===== src/rtl/usb_desc_pkg.sv =====
// Shared constants and types for the endpoint-0 descriptor reader.
package usb_desc_pkg;

  localparam int unsigned ADDR_W = 6;
  localparam int unsigned DATA_W = 8;
  localparam int unsigned LEN_W  = 8;
  localparam int unsigned TYPE_W = 2;

  // Descriptor placement in the descriptor ROM
  localparam logic [ADDR_W-1:0] DEV_BASE = 6'd1;
  localparam logic [LEN_W-1:0]  DEV_SIZE = 8'd18;
  localparam logic [ADDR_W-1:0] CFG_BASE = 6'd19;
  localparam logic [LEN_W-1:0]  CFG_SIZE = 8'd25;
  localparam logic [ADDR_W-1:0] STR_BASE = 6'd44;
  localparam logic [LEN_W-1:0]  STR_SIZE = 8'd3;

  typedef enum logic [TYPE_W-1:0] {
    REQ_DEVICE  = 2'd0,
    REQ_CONFIG  = 2'd1,
    REQ_STRING  = 2'd2,
    REQ_ILLEGAL = 2'd3
  } req_type_e;

  typedef enum logic [1:0] {
    ST_IDLE  = 2'd0,
    ST_FETCH = 2'd1,
    ST_SEND  = 2'd2,
    ST_DONE  = 2'd3
  } state_e;

  // One sub-descriptor: inclusive address range and its bLength
  typedef struct packed {
    logic [ADDR_W-1:0] first;
    logic [ADDR_W-1:0] last;
    logic [LEN_W-1:0]  blen;
  } subdesc_t;

  localparam int unsigned N_SUBDESC = 5;

  // Device, config, interface, endpoint (config set spans three entries), string
  localparam subdesc_t SUBDESC_TAB [N_SUBDESC] = '{
    '{6'd1,  6'd18, 8'd18},
    '{6'd19, 6'd27, 8'd9},
    '{6'd28, 6'd36, 8'd9},
    '{6'd37, 6'd43, 8'd7},
    '{6'd44, 6'd46, 8'd3}
  };

  // First ROM address of the descriptor selected by a request
  function automatic logic [ADDR_W-1:0] req_base(input req_type_e t);
    logic [ADDR_W-1:0] b;
    case (t)
      REQ_DEVICE: b = DEV_BASE;
      REQ_CONFIG: b = CFG_BASE;
      REQ_STRING: b = STR_BASE;
      default:    b = '0;
    endcase
    return b;
  endfunction

  // Total byte size of the descriptor selected by a request
  function automatic logic [LEN_W-1:0] req_size(input req_type_e t);
    logic [LEN_W-1:0] s;
    case (t)
      REQ_DEVICE: s = DEV_SIZE;
      REQ_CONFIG: s = CFG_SIZE;
      REQ_STRING: s = STR_SIZE;
      default:    s = '0;
    endcase
    return s;
  endfunction

  // Host may ask for less than the full descriptor, never more
  function automatic logic [LEN_W-1:0] clamp_len(input logic [LEN_W-1:0] want,
                                                 input logic [LEN_W-1:0] size);
    return (want < size) ? want : size;
  endfunction

endpackage


===== src/rtl/descriptor_reader_if.sv =====
// Request, ROM and byte-stream signals of the descriptor reader.
interface descriptor_reader_if;
  import usb_desc_pkg::*;

  logic                  reqValid;
  logic [TYPE_W-1:0]     reqType;
  logic [LEN_W-1:0]      reqLength;
  logic                  romCheckData;
  logic [ADDR_W-1:0]     romAddr;
  logic [LEN_W-1:0]      romLengthDesc;
  logic [DATA_W-1:0]     romData;
  logic [DATA_W-1:0]     outData;
  logic                  outValid;
  logic                  outReady;
  logic                  outLast;
  logic                  xferDone;
  logic                  reqErr;
  logic                  busy;

  // Engine side
  modport master (
    input  reqValid, reqType, reqLength, romData, outReady,
    output romCheckData, romAddr, romLengthDesc, outData, outValid, outLast,
           xferDone, reqErr, busy
  );

  // Environment side: SETUP decoder, ROM and packetizer
  modport slave (
    output reqValid, reqType, reqLength, romData, outReady,
    input  romCheckData, romAddr, romLengthDesc, outData, outValid, outLast,
           xferDone, reqErr, busy
  );

endinterface


===== src/rtl/desc_len_lut.sv =====
// Maps a ROM address to the bLength of the sub-descriptor containing it.
module desc_len_lut
  import usb_desc_pkg::*;
(
  input  logic [ADDR_W-1:0] addr_i,
  output logic [LEN_W-1:0]  blen_c
);

  // Range match against the sub-descriptor table; unmapped addresses give 0
  always_comb begin
    blen_c = '0;
    for (int unsigned i = 0; i < N_SUBDESC; i++) begin
      if (addr_i >= SUBDESC_TAB[i].first && addr_i <= SUBDESC_TAB[i].last) begin
        blen_c = SUBDESC_TAB[i].blen;
      end
    end
  end

endmodule


===== src/rtl/descriptor_reader.sv =====
// Endpoint-0 descriptor reader: walks a descriptor in ROM and streams it
// byte by byte to the packetizer, marking packet boundaries with outLast.
module descriptor_reader
  import usb_desc_pkg::*;
#(
  parameter int unsigned MAX_PKT = 8
) (
  input logic               useClk,
  input logic               nReset,
  descriptor_reader_if.master bus
);

  localparam int unsigned     PKT_W    = (MAX_PKT > 1) ? $clog2(MAX_PKT) : 1;
  localparam logic [PKT_W-1:0] PKT_LAST = PKT_W'(MAX_PKT - 1);

  state_e             state_q, state_d;
  logic [ADDR_W-1:0]  addr_q,  addr_d;
  logic [LEN_W-1:0]   rem_q,   rem_d;
  logic [PKT_W-1:0]   pkt_q,   pkt_d;
  logic               check_q, check_d;
  logic               valid_q, valid_d;
  logic               last_q,  last_d;
  logic               done_q,  done_d;
  logic               err_q,   err_d;
  logic               busy_q,  busy_d;

  req_type_e          req_type_c;
  logic [LEN_W-1:0]   req_len_c;
  logic               hs_c;

  assign req_type_c = req_type_e'(bus.reqType);
  assign req_len_c  = clamp_len(bus.reqLength, req_size(req_type_c));
  assign hs_c       = valid_q && bus.outReady;

  // Next state, counters and next values of the registered outputs
  always_comb begin
    state_d = state_q;
    addr_d  = addr_q;
    rem_d   = rem_q;
    pkt_d   = pkt_q;
    err_d   = 1'b0;

    case (state_q)
      ST_IDLE: begin
        if (bus.reqValid) begin
          if (req_type_c == REQ_ILLEGAL) begin
            err_d = 1'b1;
          end else begin
            addr_d  = req_base(req_type_c);
            rem_d   = req_len_c;
            pkt_d   = '0;
            state_d = (req_len_c == '0) ? ST_DONE : ST_FETCH;
          end
        end
      end
      ST_FETCH: begin
        state_d = ST_SEND;
      end
      ST_SEND: begin
        if (hs_c) begin
          rem_d   = LEN_W'(rem_q - 1'b1);
          pkt_d   = (pkt_q == PKT_LAST) ? '0 : PKT_W'(pkt_q + 1'b1);
          addr_d  = ADDR_W'(addr_q + 1'b1);
          state_d = (rem_q == LEN_W'(1)) ? ST_DONE : ST_FETCH;
        end
      end
      ST_DONE: begin
        state_d = ST_IDLE;
      end
      default: begin
        state_d = ST_IDLE;
      end
    endcase

    // Outputs follow the state being entered so they line up with it
    check_d = (state_d == ST_FETCH);
    valid_d = (state_d == ST_SEND);
    last_d  = valid_d && ((pkt_d == PKT_LAST) || (rem_d == LEN_W'(1)));
    done_d  = (state_d == ST_DONE);
    busy_d  = (state_d != ST_IDLE);
  end

  // State and output registers
  always_ff @(posedge useClk or negedge nReset) begin
    if (!nReset) begin
      state_q <= ST_IDLE;
      addr_q  <= '0;
      rem_q   <= '0;
      pkt_q   <= '0;
      check_q <= 1'b0;
      valid_q <= 1'b0;
      last_q  <= 1'b0;
      done_q  <= 1'b0;
      err_q   <= 1'b0;
      busy_q  <= 1'b0;
    end else begin
      state_q <= state_d;
      addr_q  <= addr_d;
      rem_q   <= rem_d;
      pkt_q   <= pkt_d;
      check_q <= check_d;
      valid_q <= valid_d;
      last_q  <= last_d;
      done_q  <= done_d;
      err_q   <= err_d;
      busy_q  <= busy_d;
    end
  end

  // bLength of the sub-descriptor currently addressed
  desc_len_lut u_len_lut (
    .addr_i (addr_q),
    .blen_c (bus.romLengthDesc)
  );

  assign bus.romCheckData = check_q;
  assign bus.romAddr      = addr_q;
  // ROM output is already registered and holds between fetches; gate to 0 when idle
  assign bus.outData      = valid_q ? bus.romData : '0;
  assign bus.outValid     = valid_q;
  assign bus.outLast      = last_q;
  assign bus.xferDone     = done_q;
  assign bus.reqErr       = err_q;
  assign bus.busy         = busy_q;

endmodule

===== src/flat_wrapper.sv =====
// flat-port wrapper written by rule: the top's interface ports become plain ports
module descriptor_reader_flat import usb_desc_pkg::*;
#(
  parameter int unsigned MAX_PKT = 8
)
  (useClk, nReset, bus_reqValid, bus_reqType, bus_reqLength, bus_romData, bus_outReady, bus_romCheckData, bus_romAddr, bus_romLengthDesc, bus_outData, bus_outValid, bus_outLast, bus_xferDone, bus_reqErr, bus_busy);
  descriptor_reader_if bus_i ();
  input logic useClk;
  input logic nReset;
  input wire logic [$bits(bus_i.reqValid)-1:0] bus_reqValid;
  input wire logic [$bits(bus_i.reqType)-1:0] bus_reqType;
  input wire logic [$bits(bus_i.reqLength)-1:0] bus_reqLength;
  input wire logic [$bits(bus_i.romData)-1:0] bus_romData;
  input wire logic [$bits(bus_i.outReady)-1:0] bus_outReady;
  output wire logic [$bits(bus_i.romCheckData)-1:0] bus_romCheckData;
  output wire logic [$bits(bus_i.romAddr)-1:0] bus_romAddr;
  output wire logic [$bits(bus_i.romLengthDesc)-1:0] bus_romLengthDesc;
  output wire logic [$bits(bus_i.outData)-1:0] bus_outData;
  output wire logic [$bits(bus_i.outValid)-1:0] bus_outValid;
  output wire logic [$bits(bus_i.outLast)-1:0] bus_outLast;
  output wire logic [$bits(bus_i.xferDone)-1:0] bus_xferDone;
  output wire logic [$bits(bus_i.reqErr)-1:0] bus_reqErr;
  output wire logic [$bits(bus_i.busy)-1:0] bus_busy;
  assign bus_i.reqValid = bus_reqValid;
  assign bus_i.reqType = bus_reqType;
  assign bus_i.reqLength = bus_reqLength;
  assign bus_i.romData = bus_romData;
  assign bus_i.outReady = bus_outReady;
  assign bus_romCheckData = bus_i.romCheckData;
  assign bus_romAddr = bus_i.romAddr;
  assign bus_romLengthDesc = bus_i.romLengthDesc;
  assign bus_outData = bus_i.outData;
  assign bus_outValid = bus_i.outValid;
  assign bus_outLast = bus_i.outLast;
  assign bus_xferDone = bus_i.xferDone;
  assign bus_reqErr = bus_i.reqErr;
  assign bus_busy = bus_i.busy;
  descriptor_reader #(.MAX_PKT(MAX_PKT)) u_core (.useClk(useClk), .nReset(nReset), .bus(bus_i));
endmodule

===== config.mk =====
export PLATFORM = sky130hd
export DESIGN_NAME = descriptor_reader_flat
export DESIGN_NICKNAME = d
export VERILOG_FILES = /design/src/rtl/usb_desc_pkg.sv /design/src/rtl/descriptor_reader_if.sv /design/src/rtl/desc_len_lut.sv /design/src/rtl/descriptor_reader.sv /design/src/flat_wrapper.sv
export SDC_FILE = /design/constraint.sdc
export NUM_CORES = 1
export LEC_CHECK = 0
export CAP_MARGIN = 5
export CORE_UTILIZATION = 50
export DETAILED_ROUTE_END_ITERATION = 12
export PLACE_DENSITY = 0.91
export SETUP_SLACK_MARGIN = 0.3
export SYNTH_ARGS = -nofsm -noshare
export SYNTH_HDL_FRONTEND = slang
export SYNTH_SLANG_ARGS = --single-unit

===== constraint.sdc =====
create_clock -name useClk -period 4.4 [get_ports useClk]
set_clock_uncertainty 0.2 [all_clocks]
set_input_delay 0.66 -clock useClk [delete_from_list [all_inputs] [get_ports useClk]]
set_output_delay 0.66 -clock useClk [all_outputs]
set_load 0.005 [all_outputs]

==> results of run 1 <==
[per-stage QoR]
step	std cells	setup WS [ns]	total power, uW	util	hold WS (ns)
CTS	290	0.998	1360	0.681	0.320
finish	290	0.968	1350	0.681	0.315
detailed placement	286	0.737	1250	0.672	0.303
global route	290	0.670	1500	0.681	0.353
floorplan	205	1.43	915	-	0.164
global placement	286	0.852	1230	0.672	0.299
[state kept, by name, indices dropped and copies added, names as in the netlist]
| name | flops |
|---|---|
| u_core.bus.reqErr | 1 |
| u_core.state_q | 2 |
| u_core.bus.romCheckData | 1 |
| u_core.bus.outLast | 1 |
| u_core.bus.xferDone | 1 |
| u_core.rem_q | 8 |
| u_core.bus.outValid | 1 |
| u_core.bus.romAddr | 6 |
| u_core.pkt_q | 3 |
| u_core.bus.busy | 1 |
[power by group through the flow]
stage | clock network [uW] | logic (uW) | registers (uW)
floorplan | 0 | 506 | 410
global placement | 0 | 759 | 473
detailed placement | 0 | 779 | 475
CTS | 104 | 781 | 470
global route | 118 | 885 | 493
finish | 105 | 778 | 471
[routing by layer]
| metal | track usage | wire, um |
|---|---|---|
| met1 | 0.308 | 1810 |
| met2 | 0.363 | 1870 |
| met3 | 0.0166 | 256 |
| met4 | 0.0984 | 76 |
| met5 | 0 | 0 |
[synth_stat cells (2+ instances only)]
master	count
nor3_1	5
buf_4	3
nand2_1	16
and2_1	10
mux2_2	2
clkbuf_1	6
ha_1	15
a22oi_1	2
nand3_1	7
nand2b_1	7
dfrtp_1	25
a21o_1	2
a31oi_1	2
a211oi_1	2
nor4_1	5
a32o_1	2
nor2b_1	4
mux2i_1	3
inv_1	9
nand4b_1	3
o21ai_0	11
a22o_1	5
nor2_1	14
buf_2	3
o21a_1	3
nor4b_1	2
o31a_1	2
o31ai_1	3
a21oi_1	10
[final timing paths]
check / from / end / slack, ns / cells after the start
setup / recovery: u_core.bus.romAddr[0] / bus_romLengthDesc[1] / 0.97 / 8
hold / removal: u_core.rem_q[7] / u_core.rem_q[7] / 0.32 / 1
setup reg to reg: u_core.bus.outValid / u_core.bus.outLast / 2.06 / 6
hold reg to reg: u_core.rem_q[7] / u_core.rem_q[7] / 0.32 / 1
max in group asynchronous: nReset / u_core.bus.romAddr[0] / 2.65 / 1
min in group asynchronous: nReset / u_core.state_q[0] / 0.70 / 1
[worst max-delay path, stage by stage, from the launching register on]
cell             delay [ns]
dfrtp_1                0.53
inv_1                  0.12
ha_1                   0.23
nor2b_1                0.12
nor3_1                 0.06
a21oi_1                0.23
nor4b_1                0.31
nand2b_1               0.15
clkdlybuf4s50_1        0.50
[layout make-up]
| class | instances | area share |
|---|---|---|
| multi-input cells | 158 | 0.472 |
| flip-flops and latches | 25 | 0.271 |
| clock buffers | 3 | 0.00976 |
| repair buffers | 47 | 0.203 |
| well taps | 46 | 0.0249 |
| clock inverters | 1 | 0.00325 |
| inverters | 10 | 0.0163 |
[cells by family after synthesis]
family                     after synthesis
muxes                                    6
buffers and inverters                   22
adders and majority gates               15
xor gates and xnor gates                 1
and+or+nand+nor                         81
AOI/OAI and AO/OA                       52
DFF                                     25
other                                    1
==> flow_summary.toml, run 1 <==
[clock_tree]
cts_setup_buffers = 0
clock-root-buffer = "clkbuf_4"
cts_resized = 0
clock_latency_ns = 0.32
htree_levels = 1
cts_max_path_buffers = 2
cts.hold.buffers_added = 0
numCtsBuffers = 3
clk_pin_slew_worst_paths_ns = 0.13
cts.sinks = 25
cts_tree = "yes"

[yosys]
synth-simple-area-share = 0.245
synth_edf_count = 0
syn_area_um2 = 1810
synth-seq-cells = 25
muxShareOfSynthArea = 0.0374
yosys.area_share.adder = 0.104
netlist_top_cells_area = "dfrtp_1 35%, ha_1 10%, and2_1 3.5%"
synth_top_area_frac = 0.347
synth_compound_gate_area_share = 0.207
ys_types = 49
yosysSeqAreaShare = 0.347
async_flop_share = 1.00
syn_inst = 203
yosysWarningCount = 0
syn_area_per_cell_um2 = 8.89
synth_xor_area_frac = 0.00485
synth_top_family_by_area = "simple AND/OR/NAND/NOR gates"
ys.flop_type = "dfrtp_1"
synth_top_area_cell = "dfrtp_1"

[floorplan]
die_area_um2 = 3860
rows = 21
die_w_um = 62.1
coreArea_um2 = 3390
die_height_um = 62.1
pin_count = 50
initial_utilization = 0.533

[timing]
max_freq_mhz = 291
finalSetupViolations = 0
worstMarginPinSlew_ns = 1.07
rsz0062_at_grt = "no"
drv_slew = 0
final-hold-violation-count = 0
tns_ns = 0
fin_crit_ns = 3.43
min_period_over_period = 0.780
relSlewSlack = 0.283

[final_layout]
stdcell_area_um2 = 2310
mostFrequentLayoutCells = "46 x clkdlybuf4s50_1, 25 x dfrtp_1, 16 x nand2_1"
final_common_cell = "clkdlybuf4s50_1"
n_fill_cell = 264
nets = 282
drive_gt1_frac = 0.0451
layout.area.seq_um2 = 626
diodes = 0
multi_input_area_um2 = 1090
area_growth_pct = 27.9

[worst_setup_path]
start_kind = "flop"
cp_max_fo = 9
required_ns = 3.54
worstSetupEndpointType = "output port"
crit_type = "flop to output port"
arrival_ns = 2.57

[route]
drt_iter0_drc = 55
drtPass1Iterations = 4
routed_via_density = 5.65
wl_per_cell_um = 13.8
route.vias.total = 1638
drtAntennaViolNets = 0
drcViolationCount = 0
wirelength_um = 4010

[placed_design]
dpl_cell_area_um2 = 2280
port-buffer-count = 46
dpl.hpwl_um = 3190
finalWeightedCongestion = 0.910

[power_and_ir_drop]
p_clk_frac = 0.078
p_per_area_nw_per_um2 = 587
p_sw_frac = 0.420
p_int_uw = 785
pwr-share-comb = 0.574
power.switching_uw = 569
p_seq_frac = 0.348
ir_drop_v = 0.000263
p_leak_uw = 0.000978

[grt]
grt_max_degree = 26
track_usage = 0.224
grt_pass1_wl_um = 6350
grt_pass1_vias = 1438
overflow = 0
antenna_found_initial = 0

[status]
status = "complete, no violations"

[run]
maxCapViolations = 0

[min_path]
hold_class = "flop to flop"
No activity file was read; power rests on OpenSTA's default activity.
==> run 2: changes to the inputs <==
--- a/config.mk
+++ b/config.mk
@@ -6,9 +6,9 @@
 export NUM_CORES = 1
 export LEC_CHECK = 0
 export CAP_MARGIN = 5
-export CORE_UTILIZATION = 50
+export CORE_UTILIZATION = 43
 export DETAILED_ROUTE_END_ITERATION = 12
-export PLACE_DENSITY = 0.91
+export PLACE_DENSITY = 0.84
 export SETUP_SLACK_MARGIN = 0.3
 export SYNTH_ARGS = -nofsm -noshare
 export SYNTH_HDL_FRONTEND = slang
==> constraint.sdc (replaced) <==
create_clock -name useClk -period 2.8 [get_ports useClk]
set_clock_uncertainty 0.2 [all_clocks]
set_input_delay 0.42 -clock useClk [delete_from_list [all_inputs] [get_ports useClk]]
set_output_delay 0.42 -clock useClk [all_outputs]
set_load 0.005 [all_outputs]
==> flow_summary.toml, run 2 (synthesis results as in run 1) <==
[route]
drt_iter0_drc = 149
route.vias.total = 1883
wirelength_um = 5160
drtPass1Iterations = 4
drcViolationCount = 0
drtAntennaViolNets = 0
wl_per_cell_um = 15.5
routed_via_density = 5.65

[clock_tree]
htree_levels = 1
clk_pin_slew_worst_paths_ns = 0.11
cts_tree = "yes"
cts.sinks = 25
clock-root-buffer = "clkbuf_8"
cts_max_path_buffers = 2
numCtsBuffers = 3
clock_latency_ns = 0.28
cts.hold.buffers_added = 0

[timing]
min_period_over_period = 0.918
drv_slew = 0
max_freq_mhz = 389
final-hold-violation-count = 0
fin_crit_ns = 2.57
rsz0062_at_grt = "yes"
finalSetupViolations = 0

[power_and_ir_drop]
power.switching_uw = 1100
total_power_uw = 2580
p_seq_frac = 0.285
p_clk_frac = 0.088
pwr-share-comb = 0.627
p_per_area_nw_per_um2 = 907
p_int_uw = 1480
ir_drop_v = 0.000474
p_sw_frac = 0.428
p_leak_uw = 0.00124

[floorplan]
pin_count = 50
die_area_um2 = 4460
die_w_um = 66.8
coreArea_um2 = 4030
die_height_um = 66.8
rows = 23
initial_utilization = 0.448

[worst_setup_path]
crit_type = "flop to output port"
r2r_start = "u_core.state_q[1]"
worstSetupEndpointType = "output port"
required_ns = 2.18
r2r_slack_ns = 0.48
crit_end = "bus_romLengthDesc[3]"
start_kind = "flop"
r2r_cells = 6
cp_max_fo = 4
arrival_ns = 1.95
crit_start = "u_core.bus.romAddr[0]"
r2r-end = "u_core.bus.outLast"

[grt]
grt_max_degree = 26
antenna_found_initial = 0
track_usage = 0.233
grt_pass1_wl_um = 7980
overflow = 0
grt_pass1_vias = 1752

[placed_design]
dpl.hpwl_um = 3500
post-place-cells = 318
finalWeightedCongestion = 0.889
port-buffer-count = 46

[final_layout]
final_common_cell = "buf_4"
n_fill_cell = 288
mostFrequentLayoutCells = "36 x buf_4, 35 x clkdlybuf4s50_1, 24 x dfrtp_1"
diodes = 0
largest_register_ff_count = 8
drive_gt1_frac = 0.304
fin_cells = 333
area_growth_pct = 57.7
top_register = "u_core.rem_q"
final_util = 0.707
nets = 321

[status]
status = "complete, no violations"

[min_path]
hold_class = "input pin to async pin"

[run]
maxCapViolations = 0
-- run 2: cell types whose count changed in the layout (fill, tap and decap cells not counted), moves of 4 or more --
| cell | change |
|---|---|
| ha_4 | +6 |
| buf_4 | +35 |
| ha_1 | -8 |
| inv_1 | -4 |
| buf_6 | +4 |
| clkdlybuf4s50_1 | -11 |
-- run 2: what timing repair did --
action	CTS	global route
gates resized for setup	43	26
setup buffers	7	4
pin swaps	11	11
hold endpoints to repair	0	0
endpoints found under the setup margin	17	10
-- run 2: metrics by stage --
stage,setup WS (ns),instance area (um^2),hold WS (ns),TNS (ns)
4_1_cts,0.240,2730,0.316,0
2_1_floorplan,0.313,1830,-0.0756,0
6_report,0.231,2850,0.302,0
3_5_place_dp,-0.301,2510,0.305,-1.89
3_3_place_gp,-0.218,2510,0.296,-1.31
5_1_grt,0.152,2850,0.329,0
-- run 2: per-layer routing --
layer | wire length [um] | global-route usage | up-vias
met5 | 0 | 0 | -
met4 | 153 | 0.0851 | 0
met3 | 358 | 0.0308 | 16
met2 | 2450 | 0.375 | 95
met1 | 2200 | 0.316 | 881
li1 | - | - | 891
-- run 2: area by class of cell --
type | instances | area (um^2) | share of cell area
well taps | 50 | 62.6 | 0.0220
inverters | 10 | 40.0 | 0.0141
repair buffers | 86 | 752 | 0.264
flip-flops and latches | 25 | 627 | 0.220
clock buffers | 3 | 41.3 | 0.0145
multi-input cells | 158 | 1320 | 0.463
clock inverters | 1 | 7.51 | 0.00264
-- run 2: how the worst min path moves through the flow --
stage,startpoint,end,slack (ns),cells past startpoint
after floorplan,nReset,u_core.bus.busy,-0.08,0
after global placement,u_core.rem_q[6],u_core.rem_q[6],0.30,1
after detailed placement,u_core.rem_q[6],u_core.rem_q[6],0.30,1
after CTS,nReset,u_core.bus.romAddr[4],0.32,2
after global routing,u_core.rem_q[6],u_core.rem_q[6],0.33,1
final,nReset,u_core.bus.romAddr[1],0.30,2
-- run 2: worst max-delay path, stage by stage, from the launching register on --
cell	delay (ns)
dfrtp_2	0.45
inv_2	0.12
ha_4	0.16
nand2b_4	0.05
nand3b_1	0.11
a21oi_2	0.08
buf_4	0.15
a31oi_4	0.18
nor2b_1	0.15
clkdlybuf4s15_1	0.21
-- run 2: power groups by stage --
stage | sequential, uW | clock, uW | combinational (uW)
6_report | 735 | 227 | 1620
3_3_place_gp | 718 | 0 | 1340
3_5_place_dp | 724 | 0 | 1390
2_1_floorplan | 644 | 0 | 798
4_1_cts | 722 | 221 | 1480
5_1_grt | 759 | 242 | 1780
==> run 3: changes to the inputs <==
--- a/config.mk
+++ b/config.mk
@@ -10,6 +10,8 @@
 export DETAILED_ROUTE_END_ITERATION = 12
 export PLACE_DENSITY = 0.84
 export SETUP_SLACK_MARGIN = 0.3
+export SLEW_MARGIN = 20
 export SYNTH_ARGS = -nofsm -noshare
 export SYNTH_HDL_FRONTEND = slang
 export SYNTH_SLANG_ARGS = --single-unit
+export TNS_END_PERCENT = 100
==> results of run 3 <==
Final layout, timing and power as in run 2 (identical DEF).
